`src/rtl/uart_tx_fifo_if.sv`:
```
// Byte handshake between an upstream producer and the UART transmitter.
//   data_in    : byte offered by the producer
//   data_valid : data_in is valid this cycle
//   data_ready : transmitter FIFO can accept a byte this cycle
// master = producer side, slave = transmitter side.
interface uart_tx_fifo_if;
  logic [7:0] data_in;
  logic       data_valid;
  logic       data_ready;

  modport master (output data_in, output data_valid, input data_ready);
  modport slave  (input data_in, input data_valid, output data_ready);
endinterface

```
`src/rtl/uart_tx_fifo.sv`:
```
// UART transmitter (8N1, LSB first) fed by a small byte FIFO.
// Optional even parity bit between data and stop when UART_TX_PARITY_EN is defined.
// Ports:
//   clk        : system clock, rising edge
//   rst        : asynchronous active-high reset (aborts frame, empties FIFO)
//   bus        : byte handshake (uart_tx_fifo_if.slave)
//   tx         : registered serial line, idle high
//   busy       : frame in progress or bytes buffered
//   fifo_count : bytes currently buffered
//
// state     | meaning
// ----------+------------------------------------------------
// TX_IDLE   | line high, waiting for a buffered byte
// TX_START  | start bit (low)
// TX_DATA   | 8 data bits, LSB first
// TX_PARITY | even parity bit (only with UART_TX_PARITY_EN)
// TX_STOP   | stop bit (high); chains straight into next start
module uart_tx_fifo #(
  parameter int CLOCKS_PER_PULSE = 16,
  parameter int FIFO_DEPTH       = 4
) (
  input  logic                          clk,
  input  logic                          rst,
  uart_tx_fifo_if.slave                 bus,
  output logic                          tx,
  output logic                          busy,
  output logic [$clog2(FIFO_DEPTH):0]   fifo_count
);

  localparam int CW   = $clog2(CLOCKS_PER_PULSE);
  localparam int PW   = $clog2(FIFO_DEPTH);
  localparam int CNTW = PW + 1;

  typedef enum logic [2:0] {
    TX_IDLE,
    TX_START,
    TX_DATA,
`ifdef UART_TX_PARITY_EN
    TX_PARITY,
`endif
    TX_STOP
  } tx_state_e;

  tx_state_e         state_q, state_d;
  logic [CW-1:0]     clk_cnt_q, clk_cnt_d;
  logic [2:0]        bit_cnt_q, bit_cnt_d;
  logic [7:0]        shift_q, shift_d;
  logic              tx_q, tx_d;
  logic [PW-1:0]     wr_ptr_q, wr_ptr_d;
  logic [PW-1:0]     rd_ptr_q, rd_ptr_d;
  logic [CNTW-1:0]   count_q, count_d;
  logic [7:0]        mem_q [FIFO_DEPTH];
  logic [7:0]        mem_d [FIFO_DEPTH];
`ifdef UART_TX_PARITY_EN
  logic              parity_q, parity_d;
`endif

  logic push, pop, last_clk;

  // Readiness is based on the current count only, so a full FIFO refuses a
  // push even on the edge that pops.
  assign bus.data_ready = (count_q < CNTW'(FIFO_DEPTH));
  assign push           = bus.data_valid && bus.data_ready;
  assign last_clk       = (clk_cnt_q == CW'(CLOCKS_PER_PULSE - 1));

  assign tx         = tx_q;
  assign busy       = (state_q != TX_IDLE) || (count_q != '0);
  assign fifo_count = count_q;

  always_comb begin
    state_d   = state_q;
    clk_cnt_d = clk_cnt_q;
    bit_cnt_d = bit_cnt_q;
    shift_d   = shift_q;
    tx_d      = tx_q;
    pop       = 1'b0;
`ifdef UART_TX_PARITY_EN
    parity_d  = parity_q;
`endif

    if (state_q != TX_IDLE)
      clk_cnt_d = last_clk ? '0 : clk_cnt_q + CW'(1);

    case (state_q)
      TX_IDLE: begin
        tx_d = 1'b1;
        if (count_q != '0) begin
          pop       = 1'b1;
          state_d   = TX_START;
          clk_cnt_d = '0;
          tx_d      = 1'b0;
        end
      end
      TX_START: begin
        if (last_clk) begin
          state_d   = TX_DATA;
          bit_cnt_d = '0;
          tx_d      = shift_q[0];
        end
      end
      TX_DATA: begin
        if (last_clk) begin
          if (bit_cnt_q == 3'd7) begin
`ifdef UART_TX_PARITY_EN
            state_d = TX_PARITY;
            tx_d    = parity_q;
`else
            state_d = TX_STOP;
            tx_d    = 1'b1;
`endif
          end else begin
            bit_cnt_d = bit_cnt_q + 3'd1;
            shift_d   = {1'b0, shift_q[7:1]};
            tx_d      = shift_q[1];
          end
        end
      end
`ifdef UART_TX_PARITY_EN
      TX_PARITY: begin
        if (last_clk) begin
          state_d = TX_STOP;
          tx_d    = 1'b1;
        end
      end
`endif
      TX_STOP: begin
        if (last_clk) begin
          if (count_q != '0) begin
            pop     = 1'b1;
            state_d = TX_START;
            tx_d    = 1'b0;
          end else begin
            state_d = TX_IDLE;
          end
        end
      end
      default: begin
        state_d   = TX_IDLE;
        clk_cnt_d = '0;
        tx_d      = 1'b1;
      end
    endcase

    // The popped byte moves into the shift register, so later pushes that
    // reuse this FIFO slot cannot disturb the frame in flight.
    if (pop) begin
      shift_d = mem_q[rd_ptr_q];
`ifdef UART_TX_PARITY_EN
      parity_d = ^mem_q[rd_ptr_q];
`endif
    end
  end

  always_comb begin
    mem_d    = mem_q;
    wr_ptr_d = wr_ptr_q;
    rd_ptr_d = rd_ptr_q;
    count_d  = count_q;
    if (push) begin
      mem_d[wr_ptr_q] = bus.data_in;
      wr_ptr_d        = wr_ptr_q + PW'(1);
    end
    if (pop)
      rd_ptr_d = rd_ptr_q + PW'(1);
    case ({push, pop})
      2'b10:   count_d = count_q + CNTW'(1);
      2'b01:   count_d = count_q - CNTW'(1);
      default: count_d = count_q;
    endcase
  end

  always_ff @(posedge clk or posedge rst) begin
    if (rst) begin
      state_q   <= TX_IDLE;
      clk_cnt_q <= '0;
      bit_cnt_q <= '0;
      shift_q   <= '0;
      tx_q      <= 1'b1;
      wr_ptr_q  <= '0;
      rd_ptr_q  <= '0;
      count_q   <= '0;
`ifdef UART_TX_PARITY_EN
      parity_q  <= 1'b0;
`endif
    end else begin
      state_q   <= state_d;
      clk_cnt_q <= clk_cnt_d;
      bit_cnt_q <= bit_cnt_d;
      shift_q   <= shift_d;
      tx_q      <= tx_d;
      wr_ptr_q  <= wr_ptr_d;
      rd_ptr_q  <= rd_ptr_d;
      count_q   <= count_d;
`ifdef UART_TX_PARITY_EN
      parity_q  <= parity_d;
`endif
    end
  end

  // Storage needs no reset: entries are only read after being written.
  always_ff @(posedge clk) begin
    mem_q <= mem_d;
  end

endmodule

```
`src/flat_wrapper.sv`:
```
// flat-port wrapper written by rule: the top's interface ports become plain ports
module uart_tx_fifo_flat 
#(
  parameter int CLOCKS_PER_PULSE = 16,
  parameter int FIFO_DEPTH       = 4
)
  (clk, rst, tx, busy, fifo_count, bus_data_in, bus_data_valid, bus_data_ready);
  uart_tx_fifo_if bus_i ();
  input  logic clk;
  input  logic rst;
  output logic tx;
  output logic busy;
  output logic [$clog2(FIFO_DEPTH):0] fifo_count;
  input wire logic [$bits(bus_i.data_in)-1:0] bus_data_in;
  input wire logic [$bits(bus_i.data_valid)-1:0] bus_data_valid;
  output wire logic [$bits(bus_i.data_ready)-1:0] bus_data_ready;
  assign bus_i.data_in = bus_data_in;
  assign bus_i.data_valid = bus_data_valid;
  assign bus_data_ready = bus_i.data_ready;
  uart_tx_fifo #(.CLOCKS_PER_PULSE(CLOCKS_PER_PULSE), .FIFO_DEPTH(FIFO_DEPTH)) u_core (.clk(clk), .rst(rst), .bus(bus_i), .tx(tx), .busy(busy), .fifo_count(fifo_count));
endmodule
```
`config.mk`:
```
export PLATFORM = sky130hd
export DESIGN_NAME = uart_tx_fifo_flat
export DESIGN_NICKNAME = d
export VERILOG_FILES = /design/src/rtl/uart_tx_fifo_if.sv /design/src/rtl/uart_tx_fifo.sv /design/src/flat_wrapper.sv
export SDC_FILE = /design/constraint.sdc
export NUM_CORES = 1
export LEC_CHECK = 0
export ABC_CLOCK_PERIOD_IN_PS = 5700
export BUFFER_PORTS_ARGS = -buffer_cell sky130_fd_sc_hd__buf_2
export CORE_MARGIN = 2
export CORE_UTILIZATION = 35
export DETAILED_ROUTE_END_ITERATION = 12
export GPL_ROUTABILITY_DRIVEN = 1
export HOLD_SLACK_MARGIN = 0.03
export PLACE_DENSITY = 0.5
export SLEW_MARGIN = 10
export SYNTH_ARGS = -nofsm -noshare
export SYNTH_HDL_FRONTEND = slang
export SYNTH_SLANG_ARGS = --single-unit
export TNS_END_PERCENT = 50
```
`constraint.sdc`:
```
create_clock -name clk -period 5.7 [get_ports clk]
set_input_delay 0.855 -clock clk [delete_from_list [all_inputs] [get_ports clk]]
set_output_delay 0.855 -clock clk [all_outputs]
set_load 0.005 [all_outputs]
```
==> flow_summary.ini <==
[run_status]
status = finished, final reports clean

[critical_path]
cp_data_arrival_time_ns = 3.00
path_cells = inv_1 > ha_1 > a41oi_1 > nor3_4 > ha_1 > inv_1 > fa_1 > xor2_1 > nor2_1 > xnor2_1
critical_path.top_delay_family = adder cells
crit_path_max_incr_delay_ns = 0.58
worst_setup_path_start_kind = register
required_ns = 5.95
crit_fanout = 19
setup.worst_path.class = register to register
crit_slowest_cell = nor3_4
crit_buf_inv = 2
end_kind = register

[logic_synthesis]
synth.yosys.warnings = 0
synthFlopType = edfxtp_1
yosysSeqAreaShare_pct = 61.81
ys_ff_latch = 57
ys_types = 37
synth-edff-count = 32
syn_avg_cell_area_um2 = 14.27
async_flop_share_pct = 43.86
synth_top_area_cell = edfxtp_1
syn_area_mm2 = 0.002569
synth.top_cell.area_share_pct = 37.41
synth_area_leaders = edfxtp_1 37%, dfrtp_1 23%, mux4_2 7.0%, ha_1 5.8%, mux2i_1 3.1%
synth_common_cells = 32 x edfxtp_1, 24 x dfrtp_1, 15 x o21ai_0, 14 x nand2_1, 13 x inv_1
synthCells = 180
synth_most_common_cell = edfxtp_1
synth_nets = 204

[pwr]
report.power.total_mw = 1.550
leakage_nw = 1.158
powerDensity_mw_per_mm2 = 522.4
ir_worst_vdd_mv = 0.1979

[final_layout]
multi_input_area_um2 = 902.1
drive_above_1_share_pct = 22.82
final_nets = 225
fin_util_pct = 41.36
syn2layout_area_growth_pct = 15.54
fillCellCount = 659
register_area_mm2 = 0.001588
diodes = 0

[timing]
worst_pin_slew_ns = 0.9744
hold_violations = 0
slew_headroom_pct = 34.97
fmax_mhz = 363.3
setup_ws_ns = 2.947
finalCriticalPeriod_ns = 2.753
setup_viol_count_final = 0
final_max_slew_viol_count = 0
clock_skew_ns = 0.007806
setup_tns_ns = 0
fin_crit_sh_pct = 48.29
grt_setup_unrepaired = false

[floorplan]
core_area_mm2 = 0.007176
die_x_um = 89.67
ios = 17
start_util_pct = 35.80
die-area_mm2 = 0.008041
rows = 31
die_y_um = 89.67

[clock_tree]
post_cts_resized = 0
cts_tree = yes
clock_latency_ns = 0.33
clock-sinks = 57
cts_made_buffers = 9
postCtsSetupRepairBufs = 0
ctsHoldBuffers = 0
clock-root-buffer = clkbuf_8
cts_buffer_depth = 2
clk_pin_slew_worst_paths_ns = 0.07
htreeDepth = 3

[detailed_routing]
drtPass1Iterations = 4
routed_wl_mm = 4.258
remaining_drc_errors = 0
detail-route-antenna-nets = 0
drt_iter0_markers = 76
wl_per_cell_um = 13.96
via_count = 1443
viasPerCell = 4.731

[min_path]
hp-class = register to register

[placement]
pre_cts_slack_ns = 2.954
gp_congestion = 0.7734
hpwl_mm = 2.903
portBuffers = 16

[global_routing]
antenna_found_initial = 0
grt_max_degree = 26
gr-total-overflow = 0
grt_pass1_vias = 1501
grt_pass1_wl_mm = 7.120
track_usage_pct = 12.36

[run]
drv_cap = 0
## path summary, 6_finish.rpt
check | startpoint | depth (start not counted) | slack (ns) | endpoint
max in group asynchronous | rst | 2 | 4.36 | u_core.shift_q[7]$_DFFE_PP0P_
hold reg to reg | u_core.tx$_DFFE_PP1P_ | 2 | 0.54 | u_core.tx$_DFFE_PP1P_
min in group asynchronous | rst | 2 | 0.74 | u_core.wr_ptr_q[1]$_DFFE_PP0P_
setup / recovery | u_core.state_q[0]$_DFFE_PP0P_ | 10 | 2.95 | u_core.fifo_count[2]$_DFFE_PP0P_
setup reg to reg | u_core.state_q[0]$_DFFE_PP0P_ | 10 | 2.95 | u_core.fifo_count[2]$_DFFE_PP0P_
hold / removal | u_core.tx$_DFFE_PP1P_ | 2 | 0.54 | u_core.tx$_DFFE_PP1P_
## tightest hold or removal path, stage by stage, from the launching register on
cell     delay, ns
dfstp_2       0.37
a21oi_1       0.11
a41oi_1       0.05
## power breakdown
part / total (mW) / internal, mW / switching, mW
logic: 0.465 / 0.226 / 0.239
registers: 0.661 / 0.558 / 0.103
clock network: 0.424 / 0.250 / 0.175
## per-stage QoR
stage	cells	hold WS (ns)	instance area, µm²
floorplan	180	0.4918	2569
global route	305	0.5740	2968
global placement	289	0.5136	2743
finish	305	0.5382	2968
CTS	305	0.5348	2968
detailed placement	289	0.5198	2743
## cell families (layout without fill, tap and decap cells)
logic type / after synthesis / after routing / share of synthesized area, %
mux: 18 / 18 / 11.01
compound gates: 31 / 31 / 7.647
simple gates: 36 / 36 / 7.794
buf+inv: 19 / 45 / 3.068
fa+ha+maj: 13 / 13 / 6.624
flops: 57 / 57 / 61.81
xor+xnor: 6 / 6 / 2.046
## layout make-up
class	instances	share of cell area, %
clock buffers	9	4.174
clock inverters	7	3.415
inverters	13	1.644
multi-input cells	104	30.40
flip-flops and latches	57	53.50
well taps	99	4.174
repair buffers	16	2.698
## layout by cell type (no fill, tap or decap)
| master | instances |
|---|---|
| fa_1 | 1 |
| o21ai_0 | 15 |
| and3_1 | 1 |
| o21a_1 | 1 |
| xor2_1 | 2 |
| a211oi_1 | 1 |
| o31ai_1 | 2 |
| a22o_1 | 5 |
| edfxtp_1 | 32 |
| mux2i_1 | 8 |
| nor4_1 | 1 |
| nand4_1 | 1 |
| and2_1 | 4 |
| nand2b_1 | 2 |
| nand3_1 | 2 |
| clkinvlp_4 | 2 |
| a21o_1 | 2 |
| nor3_4 | 2 |
| buf_2 | 16 |
| mux4_2 | 8 |
| inv_1 | 13 |
| nor2b_1 | 1 |
| clkinv_4 | 1 |
| nor3_1 | 1 |
| o21ai_1 | 1 |
| a21oi_1 | 2 |
| nor2_4 | 1 |
| bufinv_16 | 2 |
| mux2_2 | 2 |
| ha_1 | 12 |
| clkbuf_8 | 9 |
| a41oi_1 | 2 |
| dfstp_2 | 1 |
| inv_6 | 2 |
| nor2_1 | 5 |
| nand2_1 | 14 |
| dfrtp_1 | 24 |
| xnor2_1 | 4 |
| and2_2 | 1 |
## registers in the layout, summed over array words and instances, names as in the netlist
name,count
u_core.bit_cnt_q,3
u_core.state_q,2
u_core.tx,1
u_core.clk_cnt_q,4
u_core.fifo_count,3
u_core.wr_ptr_q,2
u_core.shift_q,8
u_core.mem_q,32
u_core.rd_ptr_q,2
## per-layer routing
metal | share of wire (%) | GRT usage, % | vias up
li1 | - | - | 699
met1 | 43 | 14.28 | 707
met2 | 51 | 20.45 | 31
met3 | 4.4 | 4.845 | 6
met4 | 1.5 | 5.292 | 0
met5 | 0 | 0 | -
No activity file was read; power rests on OpenSTA's default activity.
